[src/rtl/axi_clock_div_ctrl.sv]
// Reload sequencer for the configurable clock divider: owns clockDiv and the
// divider reset, applies new divide values glitch-free and reports lock/fault.
//
// state     | meaning
// ----------+------------------------------------------------------------
// OFF       | divider held in reset, config loads div_out directly
// SETTLE    | divider running, counting clk_div_in rises toward lock
// LOCKED    | divided clock usable, new config accepted as pending reload
// DRAIN_CFG | waiting for a low phase before reloading the pending value
// DRAIN_OFF | waiting for a low phase before shutting down
// HOLD      | divider held in reset while the new value is applied
module axi_clock_div_ctrl #(
    parameter int AXI_DATA_WIDTH = 32,
    parameter int DEFAULT_DIV    = 8,
    parameter int MIN_DIV        = 4,
    parameter int SETTLE_PERIODS = 2,
    parameter int HOLD_CYCLES    = 2,
    parameter int WDOG_CYCLES    = 1024
) (
    input  logic                      clk,
    input  logic                      rstn,
    input  logic                      enable,
    input  logic [AXI_DATA_WIDTH-1:0] cfg_div,
    input  logic                      cfg_valid,
    output logic                      cfg_ready,
    input  logic                      clk_div_in,
    output logic [AXI_DATA_WIDTH-1:0] div_out,
    output logic                      div_rstn,
    output logic                      clk_en,
    output logic                      locked,
    output logic                      err_range,
    output logic                      fault
);

    localparam int EW = $clog2(SETTLE_PERIODS + 1);
    localparam int WW = $clog2(WDOG_CYCLES + 1);
    localparam int HW = $clog2(HOLD_CYCLES + 1);

    localparam logic [EW-1:0]             EDGE_LAST = EW'(SETTLE_PERIODS - 1);
    localparam logic [WW-1:0]             WDOG_MAX  = WW'(WDOG_CYCLES);
    localparam logic [HW-1:0]             HOLD_LAST = HW'(HOLD_CYCLES - 1);
    localparam logic [AXI_DATA_WIDTH-1:0] DIV_DEF   = AXI_DATA_WIDTH'(DEFAULT_DIV);
    localparam logic [AXI_DATA_WIDTH-1:0] DIV_MIN   = AXI_DATA_WIDTH'(MIN_DIV);

    typedef enum logic [2:0] {
        S_OFF       = 3'd0,
        S_SETTLE    = 3'd1,
        S_LOCKED    = 3'd2,
        S_DRAIN_CFG = 3'd3,
        S_DRAIN_OFF = 3'd4,
        S_HOLD      = 3'd5
    } state_t;

    state_t                    state_q, state_d;
    logic [AXI_DATA_WIDTH-1:0] div_q, div_d;
    logic [AXI_DATA_WIDTH-1:0] pend_q, pend_d;
    logic                      pend_vld_q, pend_vld_d;
    logic                      div_rstn_q, div_rstn_d;
    logic                      clk_en_q, clk_en_d;
    logic                      locked_q, locked_d;
    logic                      err_q, err_d;
    logic                      fault_q, fault_d;
    logic                      ready_q, ready_d;
    logic [EW-1:0]             edge_q, edge_d;
    logic [WW-1:0]             wdog_q, wdog_d;
    logic [HW-1:0]             hold_q, hold_d;
    logic                      samp_q, prev_q;

    logic          rise, fall, cfg_legal, xfer, go_off, wdog_trip;
    logic [WW-1:0] wdog_inc;

    assign rise      = samp_q & ~prev_q;
    assign fall      = ~samp_q & prev_q;
    assign cfg_legal = (cfg_div == '0) || ((cfg_div >= DIV_MIN) && !cfg_div[0]);
    assign xfer      = cfg_valid & ready_q;
    assign wdog_inc  = (wdog_q == WDOG_MAX) ? wdog_q : wdog_q + WW'(1);
    assign wdog_trip = (wdog_inc == WDOG_MAX);

    always_ff @(posedge clk) begin
        if (!rstn) begin
            state_q    <= S_OFF;
            div_q      <= DIV_DEF;
            pend_q     <= '0;
            pend_vld_q <= 1'b0;
            div_rstn_q <= 1'b0;
            clk_en_q   <= 1'b0;
            locked_q   <= 1'b0;
            err_q      <= 1'b0;
            fault_q    <= 1'b0;
            ready_q    <= 1'b0;
            edge_q     <= '0;
            wdog_q     <= '0;
            hold_q     <= '0;
            samp_q     <= 1'b0;
            prev_q     <= 1'b0;
        end else begin
            state_q    <= state_d;
            div_q      <= div_d;
            pend_q     <= pend_d;
            pend_vld_q <= pend_vld_d;
            div_rstn_q <= div_rstn_d;
            clk_en_q   <= clk_en_d;
            locked_q   <= locked_d;
            err_q      <= err_d;
            fault_q    <= fault_d;
            ready_q    <= ready_d;
            edge_q     <= edge_d;
            wdog_q     <= wdog_d;
            hold_q     <= hold_d;
            samp_q     <= clk_div_in;
            prev_q     <= samp_q;
        end
    end

    always_comb begin
        state_d    = state_q;
        div_d      = div_q;
        pend_d     = pend_q;
        pend_vld_d = pend_vld_q;
        div_rstn_d = div_rstn_q;
        clk_en_d   = clk_en_q;
        locked_d   = locked_q;
        err_d      = xfer & ~cfg_legal;
        fault_d    = fault_q;
        edge_d     = edge_q;
        wdog_d     = wdog_q;
        hold_d     = hold_q;
        go_off     = 1'b0;

        case (state_q)
            S_OFF: begin
                div_rstn_d = 1'b0;
                clk_en_d   = 1'b0;
                locked_d   = 1'b0;
                if (xfer && cfg_legal) div_d = cfg_div;
                if (!enable) begin
                    fault_d = 1'b0;
                end else if (!fault_q) begin
                    state_d    = S_SETTLE;
                    div_rstn_d = 1'b1;
                end
            end
            S_SETTLE: begin
                if (!enable) begin
                    go_off = 1'b1;
                end else if (rise) begin
                    wdog_d = '0;
                    if (edge_q == EDGE_LAST) begin
                        state_d  = S_LOCKED;
                        locked_d = 1'b1;
                        clk_en_d = 1'b1;
                    end else begin
                        edge_d = edge_q + EW'(1);
                    end
                end else begin
                    wdog_d = wdog_inc;
                    if (wdog_trip) begin
                        fault_d = 1'b1;
                        go_off  = 1'b1;
                    end
                end
            end
            S_LOCKED: begin
                // A transfer racing enable falling is still latched; it lands on OFF entry.
                if (xfer && cfg_legal) begin
                    pend_d     = cfg_div;
                    pend_vld_d = 1'b1;
                end
                if (!enable) state_d = S_DRAIN_OFF;
                else if (xfer && cfg_legal) state_d = S_DRAIN_CFG;
            end
            S_DRAIN_CFG, S_DRAIN_OFF: begin
                if (state_q == S_DRAIN_CFG && !enable) begin
                    go_off = 1'b1;
                end else if (fall) begin
                    if (state_q == S_DRAIN_OFF) begin
                        go_off = 1'b1;
                    end else begin
                        state_d    = S_HOLD;
                        clk_en_d   = 1'b0;
                        locked_d   = 1'b0;
                        div_rstn_d = 1'b0;
                        div_d      = pend_q;
                        pend_vld_d = 1'b0;
                    end
                end else begin
                    wdog_d = wdog_inc;
                    if (wdog_trip) begin
                        fault_d = 1'b1;
                        go_off  = 1'b1;
                    end
                end
            end
            S_HOLD: begin
                if (!enable) begin
                    go_off = 1'b1;
                end else if (hold_q == HOLD_LAST) begin
                    state_d    = S_SETTLE;
                    div_rstn_d = 1'b1;
                end else begin
                    hold_d = hold_q + HW'(1);
                end
            end
            default: go_off = 1'b1;
        endcase

        if (go_off) begin
            state_d    = S_OFF;
            div_rstn_d = 1'b0;
            clk_en_d   = 1'b0;
            locked_d   = 1'b0;
            if (pend_vld_q) begin
                div_d      = pend_q;
                pend_vld_d = 1'b0;
            end
        end

        if (state_d != state_q) begin
            edge_d = '0;
            wdog_d = '0;
            hold_d = '0;
        end

        ready_d = (state_d == S_OFF) || (state_d == S_LOCKED);
    end

    assign cfg_ready = ready_q;
    assign div_out   = div_q;
    assign div_rstn  = div_rstn_q;
    assign clk_en    = clk_en_q;
    assign locked    = locked_q;
    assign err_range = err_q;
    assign fault     = fault_q;

endmodule

[config.mk]
export PLATFORM = sky130hd
export DESIGN_NAME = axi_clock_div_ctrl
export DESIGN_NICKNAME = d
export VERILOG_FILES = /design/src/rtl/axi_clock_div_ctrl.sv
export SDC_FILE = /design/constraint.sdc
export NUM_CORES = 1
export LEC_CHECK = 0
export BUFFER_PORTS_ARGS = -buffer_cell sky130_fd_sc_hd__buf_2
export CAP_MARGIN = 20
export CORE_MARGIN = 3
export CORE_UTILIZATION = 25
export CTS_CLUSTER_DIAMETER = 60
export CTS_CLUSTER_SIZE = 28
export DETAILED_ROUTE_END_ITERATION = 12
export GPL_TIMING_DRIVEN = 0
export SLEW_MARGIN = 0
export SYNTH_ARGS = -nofsm -noshare
export SYNTH_HDL_FRONTEND = slang
export SYNTH_SLANG_ARGS = --single-unit
[constraint.sdc]
create_clock -name clk -period 2.15 [get_ports clk]
set_input_delay 0.1075 -clock clk [delete_from_list [all_inputs] [get_ports clk]]
set_output_delay 0.1075 -clock clk [all_outputs]
set_load 0.05 [all_outputs]
* Yosys cells after proc, flatten, opt, wreduce, memory -nomap -nowiden
Index checks and enable logic that the tools add are counted.
** Storage, ports and cells
- Flip-flop bits (word level) :: 90
- Bits of input ports :: 37
- Output and inout bits :: 38
- Word-level logic and storage cells :: 135
** Cells by class
- $add $sub $neg :: 3
- Order comparisons :: 1
- Equal/unequal tests :: 22
- Multiplexer cells :: 61
- Bitwise operators :: 10
- Reductions and logical operators :: 24
** Operators with widths (count)
- $mux W32 :: 6
- $pmux W32 S2 :: 1
- $mux W11 :: 5
- $mux W3 :: 13
- $ge A32 B3 Y1 const B :: 1
- $logic_not A32 Y1 :: 1
- $mux W1 :: 29
- $eq A11 B11 Y1 const B :: 2
- $ne A2 B2 Y1 const B :: 11
- $pmux W11 S2 :: 1
- $pmux W3 S5 :: 1
- $reduce_and A6 Y1 :: 2
- $add A11 B1 Y11 const B :: 1
- $eq A3 B2 Y1 const B :: 3
- $pmux W1 S3 :: 3
- $reduce_and A4 Y1 :: 2
- $reduce_or A2 Y1 :: 4
- $reduce_and A7 Y1 :: 1
- $eq A3 B3 Y1 const B :: 2
- $logic_not A3 Y1 :: 2
- $not A1 Y1 :: 6
- $reduce_bool A3 Y1 :: 2
- $add A2 B1 Y2 const B :: 2
- $and A1 B1 Y1 :: 4
- other kinds (11) :: 16

* Logic depth before layout (Yosys ltp)
Gate-level depths: netlist of run 1.
- Depth in word-level cells :: 10
- Depth in mapped cells :: 10
- Gate-level depth less buffers :: 9

* Least setup slack after synthesis of run 1
OpenSTA, ideal clock, no wires.
- Path kind :: register -> register
- From :: register wdog_q[0]
- To :: register hold_q[0]
- Library setup time :: 0.113 ns
- Arrival :: 2.182 ns
- Setup slack :: -0.145 ns
- Stages on the path, launching flop included :: 9
- Buffers on the path :: 1
- Cell sequence :: dfxtp_1 > inv_1 > ha_1 > or4_1 > a22oi_2 > a31oi_1 > a32o_2 > buf_6 > and2_4
** Between the ends
- Cells in the longest elaborated chain, start to end :: 10
- Elaborated cells between the ends (all ways) :: 13
** RTL lines
- from (decl) :: line 65 : logic [WW-1:0] wdog_q, wdog_d;
- from (signal assigned) :: line 108 : wdog_q <= wdog_d;
- $add A11 B1 Y11 / $eq A11 B11 Y1 (equally long branches) :: line 76 : assign wdog_inc = (wdog_q == WDOG_MAX) ? wdog_q : wdog_q + WW'(1);
- $mux W11 (*) :: line 76
- $eq A11 B11 Y1 (*) :: line 77 : assign wdog_trip = (wdog_inc == WDOG_MAX);
- $mux W1 (*) :: line 157, 188
- $mux W1, on equally long branches :: line 175, 146
- $mux W1, on equally long branches :: line 173, 144
- $pmux W1 S4 (*) :: line 130 : case (state_q)
- $mux W3 (*) :: line 207 : if (go_off) begin
- $ne A3 B3 Y1 (*) :: line 218 : if (state_d != state_q) begin
- $reduce_or A2 Y1 (no line) (*)
- to (signal assigned) :: line 109 : hold_q <= hold_d;
- to (decl) :: line 66 : logic [HW-1:0] hold_q, hold_d;
Every way passes the cells marked *; elsewhere a longest branch is shown, timed or not.
A chain may end at the register's enable or synchronous reset.

* Final worst setup path of run 1
- From :: register wdog_q[0]
- To :: register wdog_q[10]
** Between the ends
- Cells in the longest elaborated chain, start to end :: 10
- Elaborated cells between the ends (all ways) :: 18
** RTL lines (line)
- $add A11 B1 Y11 / $eq A11 B11 Y1 (equally long branches) :: 76
- $mux W11 (*) :: 76
- $eq A11 B11 Y1 :: 77
- $mux W1 :: 157, 188
- $mux W1, on equally long branches :: 175, 146
- $mux W1, on equally long branches :: 173, 144
- $pmux W1 S4 :: 130
- $mux W3 :: 207
- $ne A3 B3 Y1 :: 218
- $reduce_or A2 Y1 (no line)
Every way passes the cells marked *; elsewhere a longest branch is shown, timed or not. The select of a mux whose other input is x is not followed.

==> flow_summary_export.csv, run 1 <==
group,metric,value,unit
status,outcome,"complete, but fails checks",
status,violations,"negative setup slack",
logic_synthesis,syn_area_per_cell,9.40,um2
logic_synthesis,synth_top_cell_by_area,"dfxtp_1",
cts,cts_max_path_buffers,2,
critical_path,required,2380,ps
place,place_congestion,0.860,
cells_and_area,seqCellArea,1820,um2
logic_synthesis,synthArstFlopShare,0,
detailed_routing,vias,4091,
sta,hold_violations,0,
die,pin_count,75,
logic_synthesis,yosysSeqAreaShare,0.422,
sta,skew,8.65,ps
worst_hold_path,whs_path_depth,3,
cts,cts_tree,"built",
sta,final.min_clock_period,2410,ps
global_route,antenna_found_initial,0,
detailed_routing,drt_wl_total,13.2,mm
die,coreArea,16600,um2
die,initial_core_util,0.256,
critical_path,crit_fanout,6,
cells_and_area,antenna_cells,0,
sta,setup_viol,53,
cts,cts_buffers,9,
worst_hold_path,hp-class,"input pin to flip-flop",
cells_and_area,layout_common_cells,"83 x dfxtp_1, 76 x buf_2, 45 x nor2_1, 32 x mux2i_1, 32 x a22o_1",
power,peakVddDrop,326,uV
critical_path,startpoint_type,"flip-flop",
sta,fin_crit_sh,1.12,
die,fp.dieW,137,um
logic_synthesis,synth_edf_count,0,
cells_and_area,nFillCells,1692,
critical_path,critPathKind,"flip-flop to flip-flop",
logic_synthesis,synthFlopType,"dfxtp_1",
global_route,grt_max_degree,15,
cells_and_area,layout-drive-gt1-share,0.327,
sta,slew_violations,0,
detailed_routing,routed_via_density,5.24,
sta,max_slew_margin,0.551,
cells_and_area,fin_nets,598,
critical_path,reg2reg_depth,11,
cts,clk_pin_slew_worst_paths,60,ps
logic_synthesis,synth_cells,454,
die,die_h,137,um
logic_synthesis,synth_top_area_frac,0.422,
logic_synthesis,ys_types,62,
power,power.density,635,nW/um2
global_route,grt_pass1_wl,21.7,mm
detailed_routing,drtIter0Drc,202,
global_route,grt_use_total,0.145,
critical_path,worstPathArrival,2640,ps
global_route,grt_pass1_vias,4184,
detailed_routing,ant_nets,0,
logic_synthesis,synth.net_count,495,
cts,clock_tree.root_cell,"clkbuf_16",
detailed_routing,routedWlPerCell,16.9,um
logic_synthesis,synth-seq-cells,90,
sta,hold_slack,37.5,ps
sta,fmax,0.416,GHz
place,io_buffers,74,
detailed_routing,first_pass_iters,5,
cells_and_area,post-route-util,0.341,
run,drv_cap,0,
logic_synthesis,yosysWarnings,0,
cells_and_area,synthToLayoutAreaGrowth,32.9,%
cells_and_area,layout_commonest_cell,"dfxtp_1",
detailed_routing,drc,0,
sta,rsz0062_at_grt,"true",
power,p_leak,2.46,nW
die,dieArea,18700,um2
place,dp_cells,748,
critical_path,end_kind,"flip-flop",
logic_synthesis,syn-cell-area,4270,um2
place,hpwl,9.12,mm
cells_and_area,multi_input_area,2440,um2
die,rows,47,
global_route,grt_remaining_overflow,0,
sta,tightest_slew,674,ps
cells_and_area,fin_cells,780,
cts,htreeDepth,3,
cts,clk_latency,340,ps
cts,cts.sinks,90,
sta,setup_slack,-256,ps
logic_synthesis,synthTopCellsByArea,"dfxtp_1 42%, mux2i_1 7.5%, a32o_1 7.3%, a22o_1 6.6%, nor2_1 4.0%",
==> cells by family after synthesis <==
| kind of cell | synth area share |
|---|---|
| AO/OA/AOI/OAI | 0.258 |
| AND/OR/NAND/NOR | 0.172 |
| flip-flops | 0.422 |
| buffers and inverters | 0.0513 |
| multiplexers | 0.0777 |
| adder cells (fa/ha/maj) | 0.0117 |
| XOR/XNOR | 0.00616 |
==> flip-flops by register name, indices dropped and copies added, names as in the netlist, 2 cells and up <==
name,cells
pend_q,32
div_out,32
hold_q,2
wdog_q,11
state_q,3
edge_q,2
==> metrics by stage <==
stage | worst slack [ps] | TNS, ps | cell area (um2) | power [mW]
after floorplan | -88.7 | -2220 | 4320 | 1.93
after global placement | -614 | -42160 | 4970 | 2.06
after detailed placement | -683 | -44990 | 4970 | 2.06
after CTS | -244 | -10720 | 5550 | 3.62
after global routing | -325 | -14840 | 5670 | 3.73
final | -256 | -11230 | 5670 | 3.60
==> per-layer routing <==
metal / share of wire / track usage / up-vias
li1: - / - / 1929
met1: 0.44 / 0.183 / 1987
met2: 0.47 / 0.238 / 148
met3: 0.067 / 0.0346 / 27
met4: 0.026 / 0.0599 / 0
met5: 0 / 0 / -
==> path summary, 6_finish.rpt <==
check	slack (ps)	endpoint	start
max	-260	wdog_q[10]	wdog_q[0]
min	40	pend_q[10]	cfg_div[10]
max reg2reg	-260	wdog_q[10]	wdog_q[0]
min reg2reg	500	locked	locked
==> where the power goes <==
group	internal, mW	leakage (nW)	switching, mW
Combinational	0.140	1.59	0.238
Clock	0.887	0.138	0.640
Sequential	1.68	0.732	0.0130
==> critical path, cell delays in order, from the launching register on <==
cell and delay (ps):
dfxtp_4 370, buf_12 130, ha_4 170, and3_1 170, buf_2 150, nor4_1 230
a31oi_2 80, a21oi_2 250, a31oi_4 130, a32o_2 350, buf_6 150, and2_4 130
==> final cells by class <==
cell class	instances	share of cell area
Buffer	33	0.0380
Clock buffer	9	0.0397
Clock inverter	5	0.00993
Inverter	8	0.00574
Multi-Input combinational cell	318	0.431
Sequential cell	90	0.321
Tap cell	220	0.0485
Timing Repair Buffer	97	0.106
==> synthesized netlist by cell type, types with 7 or more instances <==
cell type,count
and2_4,8
a31oi_1,9
a21oi_1,12
nand4_1,7
nand2_1,17
dfxtp_1,90
nor3_1,7
nand3_1,8
inv_1,7
nor2_1,45
a32o_1,31
a22o_1,32
mux2i_1,32
clkbuf_1,23
o21ai_0,23
nor4_1,10
==> repair_timing <==
item                                    CTS  global route
buffers inserted                         15             5
hold buffers                              1             0
pin swaps                                19            14
endpoints found under the hold margin     1             0
gates cloned                              4             0
gates resized for setup                  44            30
endpoints found under the setup margin   81            60
Power figures use the tool's default switching activity.
==> run 2: changes to the inputs <==
- CORE_UTILIZATION: 25 -> 40
- clock period: 2.15 -> 2.05 ns (I/O delays scaled with it)
==> run 2 against run 1 <==
The flow still finishes with violations (negative setup slack). Via count grew 0.39%. Wire length shrank 3.5%. Register-to-register slack lost 90 ps. Combinational power grew 8.2%. Clock-buffer cell count grew 2. Final area shrank 1.5%. Total power shrank 7.1%. Final cell count shrank 7.6%. Sequential cell count is the same. Sequential power grew 5%. Global-route usage grew 7.8 points.
==> flow_summary_export.csv, run 2 (same netlist as run 1, synthesis figures left out) <==
group,metric,value,unit
global_route,antenna_found_initial,0,
detailed_routing,first_pass_iters,5,
sta,skew,11.4,ps
cells_and_area,post-route-util,0.538,
power,pwr-share-seq,0.531,
sta,final.min_clock_period,2400,ps
cells_and_area,synthToLayoutAreaGrowth,30.9,%
critical_path,worstPathArrival,2670,ps
power,peakVddDrop,471,uV
sta,slew_violations,0,
critical_path,startpoint_type,"flip-flop",
cells_and_area,layout_commonest_cell,"dfxtp_1",
critical_path,rr_startpoint,"wdog_q[0]",
cts,clock_tree.root_cell,"clkbuf_8",
status,violations,"negative setup slack",
critical_path,required,2320,ps
sta,max_slew_margin,0.570,
detailed_routing,routed_via_density,5.70,
detailed_routing,vias,4107,
sta,tightest_slew,645,ps
critical_path,end_kind,"flip-flop",
cells_and_area,layout_common_cells,"82 x dfxtp_1, 76 x buf_2, 45 x nor2_1, 32 x mux2i_1, 32 x a22o_1",
detailed_routing,ant_nets,0,
sta,setup_slack,-350,ps
critical_path,startpoint,"wdog_q[0]",
critical_path,slowest_stage,"or4_4",
status,outcome,"complete, but fails checks",
global_route,grt_use_total,0.224,
place,place_congestion,0.869,
place,hpwl,8.49,mm
detailed_routing,drc,0,
critical_path,critPathKind,"flip-flop to flip-flop",
sta,setup_viol,53,
sta,fin_crit_sh,1.17,
global_route,grt_max_degree,16,
power,clock_power_share,0.347,
cells_and_area,fin_nets,621,
place,io_buffers,74,
power,p_comb_frac,0.122,
power,p_leak,2.48,nW
die,rows,37,
run,drv_cap,0,
die,dieArea,11900,um2
power,power.density,599,nW/um2
global_route,grt_pass1_wl,20.9,mm
cells_and_area,layout-drive-gt1-share,0.294,
cts,cts_tree,"built",
worst_hold_path,hp-class,"input pin to flip-flop",
die,initial_core_util,0.411,
critical_path,path_cells,"inv_4 -> ha_2 -> nor2b_4 -> nand3_2 -> or4_4 -> a22oi_2 -> a31o_4 -> a21oi_4 -> buf_6 -> a32o_1",
critical_path,crit_fanout,8,
power,netSwitchingPower,0.936,mW
detailed_routing,drtIter0Drc,271,
global_route,grt_remaining_overflow,0,
die,fp.dieW,109,um
critical_path,crit_path_max_incr_delay,430,ps
place,dpl_cell_area,4860,um2
power,swShare,0.280,
cts,cts.sinks,90,
detailed_routing,routedWlPerCell,17.7,um
cts,clk_pin_slew_worst_paths,90,ps
cells_and_area,antenna_cells,0,
cts,htreeDepth,3,
cts,cts_buffers,9,
worst_hold_path,min-delay-start,"cfg_div[10]",
sta,fin_tns_setup,-15690,ps
cts,clk_latency,380,ps
sta,rsz0062_at_grt,"true",
global_route,grt_pass1_vias,4059,
sta,fmax,0.417,GHz
die,pin_count,75,
power,p_int,2.41,mW
sta,hold_violations,0,
die,die_h,109,um
detailed_routing,drt_wl_total,12.8,mm
cts,cts_max_path_buffers,2,
die,coreArea,10400,um2
cells_and_area,stdcell_area,5580,um2
## run 2: critical path: cells and delay by family, from the launching register on
| family | cells | cell delay [ps] |
|---|---|---|
| compound gates | 4 | 850 |
| simple gates | 3 | 670 |
| flops | 1 | 380 |
| buf+inv | 2 | 230 |
| fa+ha+maj | 1 | 160 |
## run 2: per-layer routing
metal	share of wire	vias to the layer above	GRT usage
li1	-	1970	-
met4	0.011	0	0.0703
met2	0.50	128	0.374
met5	0	-	0
met1	0.43	1998	0.279
met3	0.062	11	0.0622
## run 2: final cells by class
| cell class | count | area, um2 |
|---|---|---|
| repair buffers | 120 | 791 |
| fillers | 1002 | 4790 |
| clock buffers | 11 | 141 |
| clock inverters | 5 | 37.5 |
| inverters | 8 | 32.5 |
| multi-input cells | 318 | 2380 |
| well taps | 136 | 170 |
| flip-flops and latches | 90 | 1820 |
| plain buffers | 33 | 209 |
## run 2: worst paths after layout
path | endpoint | slack (ps) | cells past startpoint
worst max-delay path | div_out[28] | -350 | 10
worst min-delay path | pend_q[10] | 20 | 3
worst max register to register | div_out[28] | -350 | 10
worst min register to register | locked | 490 | 2
## run 2: power by group through the flow
stage	registers, mW	clock network (mW)	logic, mW
finish	1.78	1.16	0.409
global route	1.78	1.27	0.439
CTS	1.78	1.20	0.396
detailed placement	1.82	0	0.337
global placement	1.82	0	0.335
floorplan	1.87	0	0.157
## run 2: through the flow
step	std cells	hold WS, ps	total power, mW	worst slack, ps
after floorplan	454	230	2.03	-189
after global placement	664	312	2.16	-487
after detailed placement	664	315	2.16	-537
after CTS	712	1.11	3.37	-351
after global routing	721	11.3	3.49	-421
final	721	17.6	3.34	-350
## run 2: timing repair
| item | CTS | global route |
|---|---|---|
| pin swaps | 17 | 10 |
| setup buffers | 9 | 10 |
| resized for setup | 37 | 19 |
| hold endpoints to repair | 24 | 0 |
| hold buffers | 24 | 0 |
| setup endpoints to repair | 82 | 83 |
| cloned | 3 | 0 |
==> run 3: changes to the inputs <==
==> constraint.sdc (replaced) <==
create_clock -name clk -period 2.05 [get_ports clk]
set_input_delay 0.205 -clock clk [delete_from_list [all_inputs] [get_ports clk]]
set_output_delay 0.205 -clock clk [all_outputs]
set_load 0.05 [all_outputs]
==> run 3 against run 2 <==
The run still ends with negative setup slack left. Final cell count is 3.2% lower. First-iteration DRC count shrank 17%. Sequential share of layout area is 1.3 points higher. Setup slack got worse by 7.6 ps. Wire length shrank 0.93%. Worst hold slack better by 12 ps. Largest cell class unchanged. Largest power group unchanged.
==> flow_summary_export.csv, run 3 (same netlist as run 1, synthesis figures left out) <==
group,metric,value,unit
cells_and_area,post-route-util,0.518,
cells_and_area,nFillCells,1005,
cells_and_area,stdcell_area,5370,um2
cts,htreeDepth,3,
critical_path,crit_fanout,5,
sta,fin_crit_sh,1.17,
cts,clock_tree.root_cell,"clkbuf_8",
critical_path,startpoint_type,"flip-flop",
cts,cts_tree,"built",
die,pin_count,75,
sta,hold_slack,30.1,ps
cells_and_area,antenna_cells,0,
power,clock_power_share,0.350,
sta,tightest_slew,608,ps
status,violations,"negative setup slack",
critical_path,worstPathArrival,2680,ps
sta,setup_slack,-357,ps
die,dieArea,11900,um2
power,swShare,0.282,
sta,rsz0062_at_grt,"true",
cells_and_area,fin_cells,698,
critical_path,reg2reg_depth,10,
detailed_routing,first_pass_iters,5,
place,dp_slack,-624,ps
detailed_routing,drtIter0Drc,225,
sta,final.min_clock_period,2410,ps
cts,clk_latency,380,ps
power,p_int,2.38,mW
sta,fin_tns_setup,-16580,ps
run,drv_cap,0,
die,fp.dieW,109,um
cells_and_area,fin_nets,598,
power,netSwitchingPower,0.934,mW
cts,cts.sinks,90,
critical_path,crit_path_max_incr_delay,430,ps
global_route,grt_pass1_vias,3959,
sta,fmax,0.415,GHz
power,peakVddDrop,437,uV
global_route,grt_max_degree,16,
global_route,antenna_found_initial,0,
global_route,grt_pass1_wl,20.4,mm
critical_path,path_cells,"inv_4 -> ha_2 -> nor2b_4 -> nand3_2 -> or4_4 -> a22oi_2 -> a31oi_4 -> a32o_2 -> buf_6 -> and2_4",
die,rows,37,
cts,cts_max_path_buffers,2,
critical_path,rr_startpoint,"wdog_q[0]",
cells_and_area,layout_common_cells,"83 x dfxtp_1, 75 x buf_2, 45 x nor2_1, 32 x mux2i_1, 32 x a22o_1",
place,place_congestion,0.869,
worst_hold_path,whs_path_depth,2,
worst_hold_path,hold_end,"samp_q",
place,hpwl,8.49,mm
place,dpl_cell_area,4860,um2
cells_and_area,layout_commonest_cell,"dfxtp_1",
detailed_routing,routed_via_density,5.71,
detailed_routing,routedWlPerCell,18.1,um
sta,setup_viol,54,
sta,max_slew_margin,0.594,
die,initial_core_util,0.411,
detailed_routing,drc,0,
global_route,grt_remaining_overflow,0,
power,power.density,617,nW/um2
die,coreArea,10400,um2
critical_path,slowest_stage,"or4_4",
critical_path,required,2320,ps
critical_path,critPathKind,"flip-flop to flip-flop",
critical_path,r2r-end,"edge_q[0]",
global_route,grt_use_total,0.219,
cells_and_area,layout-drive-gt1-share,0.308,
detailed_routing,vias,3983,
die,die_h,109,um
status,outcome,"complete, but fails checks",
detailed_routing,drt_wl_total,12.6,mm
cells_and_area,synthToLayoutAreaGrowth,26.0,%
cts,cts_buffers,9,
cts,clk_pin_slew_worst_paths,90,ps
sta,slew_violations,0,
power,pwr-share-seq,0.536,
critical_path,rrSetupSlack,-360,ps
place,io_buffers,74,
critical_path,end_kind,"flip-flop",
power,finalPower,3.31,mW
sta,skew,11.2,ps
detailed_routing,ant_nets,0,
worst_hold_path,min-delay-start,"clk_div_in",
place,dp_cells,664,
power,p_comb_frac,0.114,
sta,hold_violations,0,
worst_hold_path,hp-class,"input pin to flip-flop",
power,p_leak,2.39,nW
==> run 3: how the worst max path moves through the flow <==
stage,startpoint,end,slack [ps],cells past startpoint
after floorplan,wdog_q[4],hold_q[0],-190,9
after global placement,cfg_div[15],div_out[28],-590,9
after detailed placement,cfg_div[15],div_out[28],-620,9
after CTS,wdog_q[9],edge_q[0],-350,8
after global routing,wdog_q[0],wdog_q[7],-430,10
final,wdog_q[0],edge_q[0],-360,10
==> run 3: final cells by class <==
class                      instances  area [um2]  area share
inverter                           8        32.5     0.00605
tap                              136         170      0.0317
clock buffer                      11         141      0.0263
timing repair buffer              97         566       0.105
clock inverter                     5        37.5     0.00699
buffer                            33         211      0.0394
sequential                        90        1820       0.339
multi-input combinational        318        2390       0.445
==> run 3: timing repair <==
action,CTS,global route
gates resized for setup,39,22
setup endpoints to repair,82,64
pin swaps,17,8
cloned,3,1
setup buffers,9,10
hold buffers,0,0
==> run 3: metal layers <==
metal	track usage	up-vias	share of wire
li1	-	1925	-
met1	0.275	1942	0.44
met2	0.365	104	0.50
met3	0.0622	12	0.054
met4	0.0686	0	0.0082
met5	0	-	0
==> run 3: power groups by stage <==
stage / Clock [mW] / Combinational [mW] / Sequential [mW]
floorplan: 0 / 0.157 / 1.87
global placement: 0 / 0.335 / 1.82
detailed placement: 0 / 0.337 / 1.82
CTS: 1.20 / 0.361 / 1.78
global route: 1.28 / 0.410 / 1.78
finish: 1.16 / 0.379 / 1.77
==> run 3: worst max-delay path, delay by kind of cell, from the launching register on <==
family | cells | cell delay, ps
AO/OA/AOI/OAI | 3 | 750
buffers and inverters | 2 | 210
flip-flops | 1 | 380
AND/OR/NAND/NOR | 4 | 800
adder cells (fa/ha/maj) | 1 | 160
